## src/rtl/lfsr_pkg.sv

```systemverilog
`default_nettype none
// +----------------------------------------------------------------------+
// | lfsr_pkg                                                             |
// | Shared tap table, FSM state encoding and constants for the decryptor.|
// | Rev 1.0                                                              |
// +----------------------------------------------------------------------+
package lfsr_pkg;

    localparam int unsigned N_TAPS = 9;

    localparam logic [6:0] TAPS [N_TAPS] = '{
        7'h60, 7'h48, 7'h78, 7'h72, 7'h6A, 7'h69, 7'h5C, 7'h7E, 7'h7B
    };

    // Plaintext is stored as (char - SPACE_OFS), so a space encrypts to the raw LFSR state.
    localparam logic [7:0] SPACE_OFS = 8'h20;

    typedef enum logic [2:0] {
        IDLE   = 3'd0,
        LOAD   = 3'd1,
        CHK0   = 3'd2,
        SEARCH = 3'd3,
        DEC_RD = 3'd4,
        DEC_WR = 3'd5,
        DONE   = 3'd6
    } state_e;

endpackage
`default_nettype wire

```

## src/rtl/lfsr_decrypt_ctrl_if.sv

```systemverilog
`default_nettype none
// +----------------------------------------------------------------------+
// | lfsr_decrypt_ctrl_if                                                 |
// | Launch handshake plus single-port data-memory bus of the decryptor.  |
// | Rev 1.0                                                              |
// +----------------------------------------------------------------------+
interface lfsr_decrypt_ctrl_if;

    logic       req;
    logic       ack;
    logic       busy;
    logic [7:0] mem_addr;
    logic       mem_we;
    logic [7:0] mem_wdata;
    logic [7:0] mem_rdata;

    modport master (
        input  req,
        input  mem_rdata,
        output ack,
        output busy,
        output mem_addr,
        output mem_we,
        output mem_wdata
    );

    modport slave (
        output req,
        output mem_rdata,
        input  ack,
        input  busy,
        input  mem_addr,
        input  mem_we,
        input  mem_wdata
    );

endinterface
`default_nettype wire

```

## src/rtl/lfsr7_step.sv

```systemverilog
`default_nettype none
// +----------------------------------------------------------------------+
// | lfsr7_step                                                           |
// | One combinational step of the 7-bit Fibonacci LFSR.                  |
// | Rev 1.0                                                              |
// +----------------------------------------------------------------------+
module lfsr7_step (
    input  logic [6:0] state,
    input  logic [6:0] taps,
    output logic [6:0] next_state
);

    assign next_state = {state[5:0], ^(state & taps)};

endmodule
`default_nettype wire

```

## src/rtl/lfsr_decrypt_ctrl.sv

```systemverilog
`default_nettype none
// +----------------------------------------------------------------------+
// | lfsr_decrypt_ctrl                                                    |
// | Recovers LFSR seed/taps from the space preamble and decrypts a       |
// | message in data memory. Optional macro PARITY_CHECK_EN counts bytes  |
// | whose bit 7 is not the parity of bits [6:0].                         |
// | Rev 1.0                                                              |
// +----------------------------------------------------------------------+
module lfsr_decrypt_ctrl
    import lfsr_pkg::*;
#(
    parameter int MSG_LEN  = 64,
    parameter int SRC_BASE = 64,
    parameter int DST_BASE = 0,
    parameter int PRE_CHK  = 9
) (
    input  logic                       clk,
    input  logic                       init_n,
    lfsr_decrypt_ctrl_if.master        bus,
    output logic [3:0]                 ptrn_idx,
    output logic [6:0]                 lfsr_init_o,
    output logic                       err_nomatch,
    output logic [6:0]                 parity_err_cnt
);

    localparam logic [7:0] c_src_base  = 8'(SRC_BASE);
    localparam logic [7:0] c_dst_base  = 8'(DST_BASE);
    localparam logic [7:0] c_load_last = 8'(PRE_CHK + 1);
    localparam logic [7:0] c_msg_last  = 8'(MSG_LEN - 1);
    localparam logic [3:0] c_k_last    = 4'(N_TAPS - 1);

    state_e     r_state;
    logic       r_req_d;
    logic [7:0] r_cnt;
    logic [3:0] r_k;
    logic [6:0] r_pre_buf [PRE_CHK+1];
    logic [6:0] r_lfsr;
    logic [3:0] r_ptrn;
    logic [6:0] r_init;
    logic       r_err;

    logic         w_launch;
    logic [6:0]   w_cand_taps;
    logic [6:0]   w_dec_taps;
    logic [6:0]   w_lfsr_nxt;
    logic [7:0]   w_plain;
    logic [PRE_CHK-1:0] w_step_ok;
    logic         w_match;

    assign w_launch    = (r_state == IDLE) && r_req_d && !bus.req;
    assign w_cand_taps = TAPS[r_k];
    assign w_dec_taps  = TAPS[r_ptrn];

    // Candidate check: walk the seed forward PRE_CHK times and compare every state.
    for (genvar j = 0; j < PRE_CHK; j++) begin : g_chain
        logic [6:0] w_in;
        logic [6:0] w_out;
        if (j == 0) begin : g_first
            assign w_in = r_pre_buf[0];
        end else begin : g_rest
            assign w_in = g_chain[j-1].w_out;
        end
        lfsr7_step u_step (
            .state      (w_in),
            .taps       (w_cand_taps),
            .next_state (w_out)
        );
        assign w_step_ok[j] = (w_out == r_pre_buf[j+1]);
    end

    assign w_match = &w_step_ok;

    lfsr7_step u_dec_step (
        .state      (r_lfsr),
        .taps       (w_dec_taps),
        .next_state (w_lfsr_nxt)
    );

    assign w_plain = {1'b0, bus.mem_rdata[6:0] ^ r_lfsr} + SPACE_OFS;

    // Bus outputs decode straight from state so an async reset drops mem_we at once.
    always_comb begin
        bus.mem_addr  = 8'h00;
        bus.mem_we    = 1'b0;
        bus.mem_wdata = 8'h00;
        case (r_state)
            LOAD, DEC_RD: bus.mem_addr = c_src_base + r_cnt;
            DEC_WR: begin
                bus.mem_addr  = c_dst_base + r_cnt;
                bus.mem_we    = 1'b1;
                bus.mem_wdata = w_plain;
            end
            default: ;
        endcase
    end

    assign bus.busy = (r_state != IDLE) && (r_state != DONE);
    assign bus.ack  = (r_state == DONE);

    always_ff @(posedge clk or negedge init_n) begin
        if (!init_n) begin
            r_state <= IDLE;
            r_req_d <= 1'b0;
            r_cnt   <= 8'h00;
            r_k     <= 4'h0;
            r_lfsr  <= 7'h00;
            r_ptrn  <= 4'h0;
            r_init  <= 7'h00;
            r_err   <= 1'b0;
            for (int i = 0; i <= PRE_CHK; i++) r_pre_buf[i] <= 7'h00;
        end else begin
            r_req_d <= bus.req;
            case (r_state)
                IDLE: begin
                    if (w_launch) begin
                        r_state <= LOAD;
                        r_cnt   <= 8'h00;
                        r_k     <= 4'h0;
                        r_ptrn  <= 4'h0;
                        r_init  <= 7'h00;
                        r_err   <= 1'b0;
                    end
                end
                LOAD: begin
                    // Read data trails the address by one cycle, hence the offset index.
                    for (int i = 0; i <= PRE_CHK; i++) begin
                        if (r_cnt == 8'(i + 1)) r_pre_buf[i] <= bus.mem_rdata[6:0];
                    end
                    if (r_cnt == c_load_last) r_state <= CHK0;
                    r_cnt <= r_cnt + 8'd1;
                end
                CHK0: begin
                    if (r_pre_buf[0] == 7'h00) begin
                        r_err   <= 1'b1;
                        r_state <= DONE;
                    end else begin
                        r_k     <= 4'h0;
                        r_state <= SEARCH;
                    end
                end
                SEARCH: begin
                    if (w_match) begin
                        r_ptrn  <= r_k;
                        r_init  <= r_pre_buf[0];
                        r_lfsr  <= r_pre_buf[0];
                        r_cnt   <= 8'h00;
                        r_state <= DEC_RD;
                    end else if (r_k == c_k_last) begin
                        r_err   <= 1'b1;
                        r_state <= DONE;
                    end else begin
                        r_k <= r_k + 4'd1;
                    end
                end
                DEC_RD: r_state <= DEC_WR;
                DEC_WR: begin
                    r_lfsr <= w_lfsr_nxt;
                    if (r_cnt == c_msg_last) begin
                        r_state <= DONE;
                    end else begin
                        r_cnt   <= r_cnt + 8'd1;
                        r_state <= DEC_RD;
                    end
                end
                DONE: if (bus.req) r_state <= IDLE;
                default: r_state <= IDLE;
            endcase
        end
    end

    assign ptrn_idx    = r_ptrn;
    assign lfsr_init_o = r_init;
    assign err_nomatch = r_err;

`ifdef PARITY_CHECK_EN
    logic [6:0] r_par_cnt;

    always_ff @(posedge clk or negedge init_n) begin
        if (!init_n) begin
            r_par_cnt <= 7'h00;
        end else if (w_launch) begin
            r_par_cnt <= 7'h00;
        end else if ((r_state == DEC_WR) && (bus.mem_rdata[7] != ^bus.mem_rdata[6:0])
                     && (r_par_cnt != 7'h7F)) begin
            r_par_cnt <= r_par_cnt + 7'd1;
        end
    end

    assign parity_err_cnt = r_par_cnt;
`else
    logic w_unused_parity;
    assign w_unused_parity = bus.mem_rdata[7];
    assign parity_err_cnt  = 7'h00;
`endif

endmodule
`default_nettype wire
```

## src/flat_wrapper.sv

```systemverilog
// flat-port wrapper written by rule: the top's interface ports become plain ports
module lfsr_decrypt_ctrl_flat import lfsr_pkg::*;
#(
    parameter int MSG_LEN  = 64,
    parameter int SRC_BASE = 64,
    parameter int DST_BASE = 0,
    parameter int PRE_CHK  = 9
)
  (clk, init_n, ptrn_idx, lfsr_init_o, err_nomatch, parity_err_cnt, bus_req, bus_mem_rdata, bus_ack, bus_busy, bus_mem_addr, bus_mem_we, bus_mem_wdata);
  lfsr_decrypt_ctrl_if bus_i ();
  input  logic clk;
  input  logic init_n;
  output logic [3:0] ptrn_idx;
  output logic [6:0] lfsr_init_o;
  output logic err_nomatch;
  output logic [6:0] parity_err_cnt;
  input wire logic [$bits(bus_i.req)-1:0] bus_req;
  input wire logic [$bits(bus_i.mem_rdata)-1:0] bus_mem_rdata;
  output wire logic [$bits(bus_i.ack)-1:0] bus_ack;
  output wire logic [$bits(bus_i.busy)-1:0] bus_busy;
  output wire logic [$bits(bus_i.mem_addr)-1:0] bus_mem_addr;
  output wire logic [$bits(bus_i.mem_we)-1:0] bus_mem_we;
  output wire logic [$bits(bus_i.mem_wdata)-1:0] bus_mem_wdata;
  assign bus_i.req = bus_req;
  assign bus_i.mem_rdata = bus_mem_rdata;
  assign bus_ack = bus_i.ack;
  assign bus_busy = bus_i.busy;
  assign bus_mem_addr = bus_i.mem_addr;
  assign bus_mem_we = bus_i.mem_we;
  assign bus_mem_wdata = bus_i.mem_wdata;
  lfsr_decrypt_ctrl #(.MSG_LEN(MSG_LEN), .SRC_BASE(SRC_BASE), .DST_BASE(DST_BASE), .PRE_CHK(PRE_CHK)) u_core (.clk(clk), .init_n(init_n), .bus(bus_i), .ptrn_idx(ptrn_idx), .lfsr_init_o(lfsr_init_o), .err_nomatch(err_nomatch), .parity_err_cnt(parity_err_cnt));
endmodule
```

## config.mk

```make
export PLATFORM = sky130hd
export DESIGN_NAME = lfsr_decrypt_ctrl_flat
export DESIGN_NICKNAME = d
export VERILOG_FILES = /design/src/rtl/lfsr_pkg.sv /design/src/rtl/lfsr_decrypt_ctrl_if.sv /design/src/rtl/lfsr7_step.sv /design/src/rtl/lfsr_decrypt_ctrl.sv /design/src/flat_wrapper.sv
export SDC_FILE = /design/constraint.sdc
export NUM_CORES = 1
export LEC_CHECK = 0
export CAP_MARGIN = 20
export CORE_UTILIZATION = 60
export CTS_BUF_LIST = sky130_fd_sc_hd__clkbuf_16
export DETAILED_ROUTE_END_ITERATION = 8
export DONT_BUFFER_PORTS = 1
export PLACE_DENSITY = 0.73
export SYNTH_ARGS = -nofsm -noshare
export SYNTH_HDL_FRONTEND = slang
export SYNTH_SLANG_ARGS = --single-unit
```

## constraint.sdc

```tcl
create_clock -name clk -period 8.1 [get_ports clk]
set_input_delay 1.215 -clock clk [delete_from_list [all_inputs] [get_ports clk]]
set_output_delay 1.215 -clock clk [all_outputs]
set_load 0.05 [all_outputs]
```

=== Word-level counts from Yosys, hierarchy flattened ===
Memories as Yosys holds them, arrays and structs flattened.
Index checks and enable logic that the tools add are counted.

* Bits in registers: 105
* Memory bits (read-only): 224
* Bits of input ports: 11
* Output and inout port bits: 38
* Logic and storage cells: 152
* Memories: 2

* Add/subtract/negate cells: 4
* Magnitude comparators: 2
* Equal/unequal tests: 39
* Muxes and demuxes: 35
* Bitwise gates (word level): 13
* Reduce and logical (&&, ||, !) cells: 39

{| class="wikitable"
|+ Memory list
! memory !! depth !! width !! rd ports !! clocked after Yosys merged registers in !! write ports !! RTL line !! source
|-
| (no name shown) || 16 || 7 || 1 || 0 || 0 || lfsr_decrypt_ctrl.sv:51 || <nowiki>assign w_cand_taps = TAPS[r_k];</nowiki>
|-
| (no name shown) || 16 || 7 || 1 || 0 || 0 || lfsr_decrypt_ctrl.sv:52 || <nowiki>assign w_dec_taps = TAPS[r_ptrn];</nowiki>
|}

{| class="wikitable"
|+ Operator list
! cell !! number
|-
| AND 7 bit || 10
|-
| parity 7 bit || 10
|-
| equality test 7 bit || 9
|-
| two-way mux 7 bit || 6
|-
| equality test 8 x 3 -> 1 bit, second input constant || 4
|-
| two-way mux 8 bit || 4
|-
| one-hot mux 8 bit (4 select lines) || 1
|-
| one-hot mux 7 bit (2 select lines) || 2
|-
| equality test 8 x 4 -> 1 bit, second input constant || 3
|-
| AND reduction 2 bit || 11
|-
| one-hot mux 3 bit (7 select lines) || 1
|-
| two-way mux 4 bit || 5
|-
| two-way mux 3 bit || 6
|-
| equality test 8 x 2 -> 1 bit, second input constant || 2
|-
| one-hot mux 8 bit (2 select lines) || 1
|-
| one-hot mux 4 bit (3 select lines) || 1
|-
| greater-or-equal comparator 5 bit, second input constant || 2
|-
| inequality test 2 x 1 -> 1 bit, second input constant || 5
|-
| inequality test 2 bit, second input constant || 5
|-
| inverter 4 -> 5 bit || 2
|-
| AND reduction 5 bit || 2
|-
| equality test 3 bit, second input constant || 3
|-
| AND reduction 9 bit || 1
|-
| adder 7 x 6 -> 8 bit, second input constant || 1
|-
| other kinds (25) || 35
|}

=== Depth between registers and ports, before layout ===
* Depth after elaboration: 26
* Gate-level depth with buffers: 23
* Depth with buffers taken out: 18

=== Hierarchy ===
A second synthesis with hierarchy kept.

* Cells, all modules: 694
* Area, all modules: 7064.3 um^2

{| class="wikitable"
|+ Modules (own cells, without submodules)
! module !! instances !! cells each !! area an instance (um^2) !! sequential area each (um^2)
|-
| lfsr_decrypt_ctrl || 1 || 524 || 5725.5 || 2627.5
|-
| lfsr7_step || 10 || 17 || 133.9 || 0.0
|}

=== Worst setup path before layout ===
Ideal clock, no wire load.

* Kind: register to register
* Start: register u_core.r_k[1]
* End: register u_core.r_init[2], in the netlist u_core.lfsr_init_o[2]
* Setup time: 0.121 ns
* Data arrival time: 5.332 ns
* Required time: 7.979 ns
* Setup slack: 2.647 ns
* Cell stages (with the launch flop): 23
* Path buffers: 4
* Clock period less this slack: 5.453 ns
* Cells stage by stage: dfrtp_1 -> clkbuf_1 -> inv_1 -> ha_1 -> nor2b_4 -> or3_4 -> buf_6 -> o211a_4 -> a2111o_1 -> a21o_1 -> and2_1 -> buf_6 -> xnor2_4 -> xnor2_1 -> o211ai_1 -> a211oi_1 -> nor2_1 -> xnor3_1 -> nor4_4 -> o2111ai_1 -> a21o_1 -> buf_6 -> a22o_1

* Cells in the longest elaborated chain, start to end: 26
* Elaborated cells between the ends (all ways): 34
* Those cells by class: eq/ne (10); mux (2); bitwise (10); reduce/logical (11); memory (1)

{| class="wikitable"
|+ RTL lines
! item !! RTL line !! source
|-
| from (decl) || lfsr_decrypt_ctrl.sv:35 || <nowiki>logic [3:0] r_k;</nowiki>
|-
| from (signal assigned) || lfsr_decrypt_ctrl.sv:152 || <nowiki>r_k <= r_k + 4'd1;</nowiki>
|-
| inverter 4 -> 5 bit (not written as such) (*) || lfsr_decrypt_ctrl.sv:51 ||
|-
| memory read (16 x 7 bit) (*) || - ||
|-
| two-way mux 7 bit (not written as such) (*) (2 in series) || lfsr_decrypt_ctrl.sv:51 ||
|-
| AND 7 bit || lfsr7_step.sv:13 || <nowiki>assign next_state = {state[5:0], ^(state & taps)};</nowiki>
|-
| parity 7 bit || lfsr7_step.sv:13 ||
|-
| AND 7 bit || lfsr7_step.sv:13 ||
|-
| parity 7 bit || lfsr7_step.sv:13 ||
|-
| AND 7 bit || lfsr7_step.sv:13 ||
|-
| [9 not listed] || - ||
|-
| AND 7 bit || lfsr7_step.sv:13 ||
|-
| parity 7 bit || lfsr7_step.sv:13 ||
|-
| AND 7 bit || lfsr7_step.sv:13 ||
|-
| parity 7 bit || lfsr7_step.sv:13 ||
|-
| equality test 7 bit || lfsr_decrypt_ctrl.sv:68 || <nowiki>assign w_step_ok[j] = (w_out == r_pre_buf[j+1]);</nowiki>
|-
| AND reduction 9 bit (*) || lfsr_decrypt_ctrl.sv:71 || <nowiki>assign w_match = &w_step_ok;</nowiki>
|-
| inequality test 2 x 1 -> 1 bit (no line) (*) || - ||
|-
| AND reduction 3 bit (no line) (*) || - ||
|-
| to (signal assigned) || lfsr_decrypt_ctrl.sv:144 || <nowiki>r_init <= r_pre_buf[0];</nowiki>
|-
| to (decl) || lfsr_decrypt_ctrl.sv:39 || <nowiki>logic [6:0] r_init;</nowiki>
|}

Every way passes the cells marked *; elsewhere a longest branch is shown, timed or not. The select of a mux whose other input is x is not followed.
A chain may end at the register's enable or synchronous reset.

=== Worst setup path after layout ===
* Start: register u_core.r_k[1]
* End: register u_core.r_lfsr[6]

* Cells in the longest elaborated chain, start to end: 26
* Elaborated cells between the ends (all ways): 34
* Those cells by class: eq/ne (10); mux (2); bitwise (10); reduce/logical (11); memory (1)

{| class="wikitable"
|+ RTL lines
! item !! RTL line !! source
|-
| inverter 4 -> 5 bit (not written as such) (*) || lfsr_decrypt_ctrl.sv:51 ||
|-
| memory read (16 x 7 bit) (*) || - ||
|-
| two-way mux 7 bit (not written as such) (*) (2 in series) || lfsr_decrypt_ctrl.sv:51 ||
|-
| AND 7 bit || lfsr7_step.sv:13 ||
|-
| parity 7 bit || lfsr7_step.sv:13 ||
|-
| AND 7 bit || lfsr7_step.sv:13 ||
|-
| parity 7 bit || lfsr7_step.sv:13 ||
|-
| AND 7 bit || lfsr7_step.sv:13 ||
|-
| [9 not listed] || - ||
|-
| AND 7 bit || lfsr7_step.sv:13 ||
|-
| parity 7 bit || lfsr7_step.sv:13 ||
|-
| AND 7 bit || lfsr7_step.sv:13 ||
|-
| parity 7 bit || lfsr7_step.sv:13 ||
|-
| equality test 7 bit || lfsr_decrypt_ctrl.sv:68 ||
|-
| AND reduction 9 bit (*) || lfsr_decrypt_ctrl.sv:71 ||
|-
| inequality test 2 x 1 -> 1 bit (no line) (*) || - ||
|-
| AND reduction 2 bit (no line) (*) || - ||
|-
| to (signal assigned) || lfsr_decrypt_ctrl.sv:145 || <nowiki>r_lfsr <= r_pre_buf[0];</nowiki>
|-
| to (signal assigned) || lfsr_decrypt_ctrl.sv:157 || <nowiki>r_lfsr <= w_lfsr_nxt;</nowiki>
|-
| to (decl) || lfsr_decrypt_ctrl.sv:37 || <nowiki>logic [6:0] r_lfsr;</nowiki>
|}

Marked as above.

==> results by group <==
CTS
  – Clock sinks: ~110
  – Post-CTS resize count: 0
  – Cts bufs inserted: 9
  – CTS Buffer Depth: 2
  – TritonCTS clock tree: built
  – CTS H-Tree Depth: 3
  – CTS root buf: clkbuf_16
  – # Post-CTS Setup Buffers: 0
  – Worst skew pair latency: between 0.3 and 0.4 ns
  – Clk pin slew, worst setup/hold paths: around 0.070 ns
  – Hold-fix buffers, CTS: 0

Global routing
  – Initial antenna violation count: 0
  – Largest net degree at the start of global routing: approximately 110
  – Vias in the first global route: 5761
  – Total Routing Usage GR: 0.3062
  – Global-route wire length before repair: 30.24 mm
  – Total congestion overflow: 0

Synthesis
  – Synth Area in Compound Gates: 0.1753
  – Avg Cell Area, Syn: just under 10 µm²
  – Seq/Total Area, Yosys: 0.3571
  – Syn Inst Count: ~760
  – Async S/R FF share, synth: 1.000
  – Cell area after synthesis: ~0.0074 mm²
  – Post-synthesis xor/xnor area fraction: 0.08827
  – Mux cell area share after synthesis: 0.1388
  – Synth Register Bits: about 110
  – Largest family of logic cells by synthesized area: compound AO/OA/AOI/OAI gates
  – Main flop type after synthesis: dfrtp_1
  – Synth Area in Simple Gates: 0.1726
  – Synthesized-area fraction occupied by adder cells: 0.02211
  – Number of synthesized flops with an enable pin: 0
  – Ys Warns: 0
  – Post-synth cell types: 77

STA
  – Final hold viol count: 0
  – Slew @ Worst Pin: between 1 and 1.5 ns
  – RSZ-0062 raised after global routing: no
  – Min Hold Slack: around 0.53 ns
  – Slew Limit Fails: 0
  – Final-report setup violation count: 0
  – Final setup TNS: 0 ns
  – Tcrit/Tclk final: 0.8667
  – Skew final: ~0.0091 ns
  – Fmax: 142.4 MHz
  – Period minus WS final: approximately 7.0 ns
  – Worst relative slew slack: 0.2945

Layout
  – Commonest cells after routing, fill and taps aside: dfrtp_1, mux2_2, nand2_1
  – Nets: between 700 and 800
  – Multi-input gate area: about 0.0044 mm²
  – Antenna cell count: 0
  – Layout cells sized above 1: 0.1529
  – Final core utilization: 0.6359
  – Area grow syn2layout: 3.384%
  – Register area: between 0.002 and 0.003 mm²
  – Commonest non-fill, non-tap cell in the layout: dfrtp_1
  – Fillers: just under 1000

Worst setup path
  – Top cell by count, worst path: a211o_1
  – WP data arrival: around 7.2 ns
  – CP Capture Type: register
  – CP required: between 8 and 9 ns
  – CP Max Fanout: 22
  – Worst setup SP type: register
  – Worst path slowest cell: o211a_1
  – Worst path bufs/invs: 2
  – CP top delay family: compound AO/OA/AOI/OAI gates
  – CP Class: register to register
  – CP max stage delay: ~0.78 ns
  – Crit path cell chain: inv_1 -> ha_1 -> a21oi_1 -> buf_4 -> o21ai_0 -> o211a_4 -> a211o_1 -> nand2_2 -> o2bb2ai_2 -> xor2_1 -> nand3_1 -> a211o_1 -> a211oi_1 -> nor2_1 -> xnor3_1 -> nor4_4 -> o211a_1 -> mux2i_1 -> o21ai_1

Place
  – # port buffers: 0
  – DP HPWL: ~13 mm
  – GP Congestion: 0.9117

Floorplanning
  – Core area: ~0.012 mm²
  – Die X: roughly 110 µm
  – Die Area: 0.01271 mm²
  – Initial Utilization: 0.6151
  – Die Span Y: 112.7 µm
  – Io pins: 49
  – Cell row count: 40

Detailed routing
  – # DRC: 0
  – Vias: roughly 6000
  – DR vias/cell: 6.735
  – Router iterations before antenna repair: 5
  – Initial DRC Count: 624
  – Total Wirelength: ~18 mm
  – WL/cell: 20.82 µm
  – Antenna-violating nets left: 0

Pwr
  – P_leak: 3.087 nW
  – Reg power frac: 0.354
  – Sw Ratio: 0.4459
  – Pint: approximately 1.3 mW
  – Combinational power share: 0.473
  – Switch Pwr: slightly above 1 mW
  – Worst vdd ir: 0.0002088 V
  – Clock power frac: 0.174
  – Pwr dens: between 200 and 300 mW/mm²

Min path
  – Worst hold-check path type: register to register

Run
  – Maxcap violations: 0

Run status
  – Outcome: completed
worst register-to-register path: stages, from the launching register on:
cell       delay, ns
dfrtp_1         0.66
inv_1           0.16
ha_1            0.30
a21oi_1         0.17
buf_4           0.31
o21ai_0         0.27
o211a_4         0.32
a211o_1         0.39
nand2_2         0.25
o2bb2ai_2       0.20
xor2_1          0.74
nand3_1         0.22
a211o_1         0.39
a211oi_1        0.33
nor2_1          0.09
xnor3_1         0.44
nor4_4          0.48
o211a_1         0.78
mux2i_1         0.30
o21ai_1         0.08
layout make-up:
cell class	instances	area share
clock inverter	6	0.004771
multi-input combinational	596	0.5817
tap	147	0.02418
timing repair buffer	6	0.005922
clock buffer	9	0.02961
sequential	105	0.3455
inverter	17	0.008390
synthesized netlist by cell type (16+ instances only):
cell type  instances  area share
a21oi_1           30       0.020
clkbuf_1          26       0.013
dfrtp_1          105        0.36
inv_1             17      0.0087
mux2_2            70        0.11
mux2i_1           21       0.029
nand2_1           57       0.029
nand3_1           29       0.020
nor2_1            42       0.021
nor3_1            35       0.024
o21ai_0           26       0.018
xnor2_1           33       0.039
xor2_1            16       0.019
power groups by stage:
stage / Combinational, mW / Sequential, mW / Clock (mW)
4_1_cts: 1.06 / 0.793 / 0.400
6_report: 1.07 / 0.799 / 0.393
5_1_grt: 1.16 / 0.816 / 0.419
2_1_floorplan: 0.948 / 0.720 / 0
3_3_place_gp: 1.03 / 0.792 / 0
3_5_place_dp: 1.06 / 0.802 / 0
metrics by stage:
| step | cell area, µm² | cells | total power, mW | setup WS (ns) |
|---|---|---|---|---|
| finish | 7606 | 886 | 2.261 | 1.079 |
| global route | 7606 | 886 | 2.394 | 0.5908 |
| CTS | 7606 | 886 | 2.257 | 1.180 |
| detailed placement | 7345 | 871 | 1.861 | 1.188 |
| global placement | 7345 | 871 | 1.821 | 1.514 |
| floorplan | 7380 | 769 | 1.669 | 2.647 |
kinds of logic after synthesis:
group                      count (synthesis)
and+or+nand+nor                          246
AOI/OAI and AO/OA                        179
DFF                                      105
muxes                                     92
buffers and inverters                     68
xor gates and xnor gates                  59
adders and majority gates                 13
other                                      1
state kept, by name, indices dropped and copies added (netlist names):
register             count
u_core.r_cnt             8
u_core.r_pre_buf        63
u_core.g_chain.w_in      7
u_core.r_state           3
u_core.err_nomatch       1
u_core.ptrn_idx          4
u_core.r_req_d           1
u_core.r_k               4
u_core.lfsr_init_o       7
u_core.r_lfsr            7
per-layer routing:
layer  vias to the layer above  GRT usage  share of wire
met5                         -          0              0
met4                         0     0.1076          0.021
met3                        27    0.04071          0.050
met2                       191     0.5103           0.49
met1                      3004     0.4128           0.44
li1                       2745          -              -
final timing paths:
path	slack, ns	from	cells after the start	to
max	1.08	u_core.r_k[1]$_DFFE_PN0P_	19	u_core.r_lfsr[6]$_DFFE_PN0P_
min	0.53	u_core.r_pre_buf[58]$_DFFE_PN0P_	1	u_core.r_pre_buf[58]$_DFFE_PN0P_
max reg2reg	1.08	u_core.r_k[1]$_DFFE_PN0P_	19	u_core.r_lfsr[6]$_DFFE_PN0P_
min reg2reg	0.53	u_core.r_pre_buf[58]$_DFFE_PN0P_	1	u_core.r_pre_buf[58]$_DFFE_PN0P_
max in group asynchronous	7.36	init_n	0	u_core.r_state[1]$_DFFE_PN0P_
min in group asynchronous	0.56	init_n	0	u_core.r_pre_buf[3]$_DFFE_PN0P_
No activity file was read; power rests on OpenSTA's default activity.
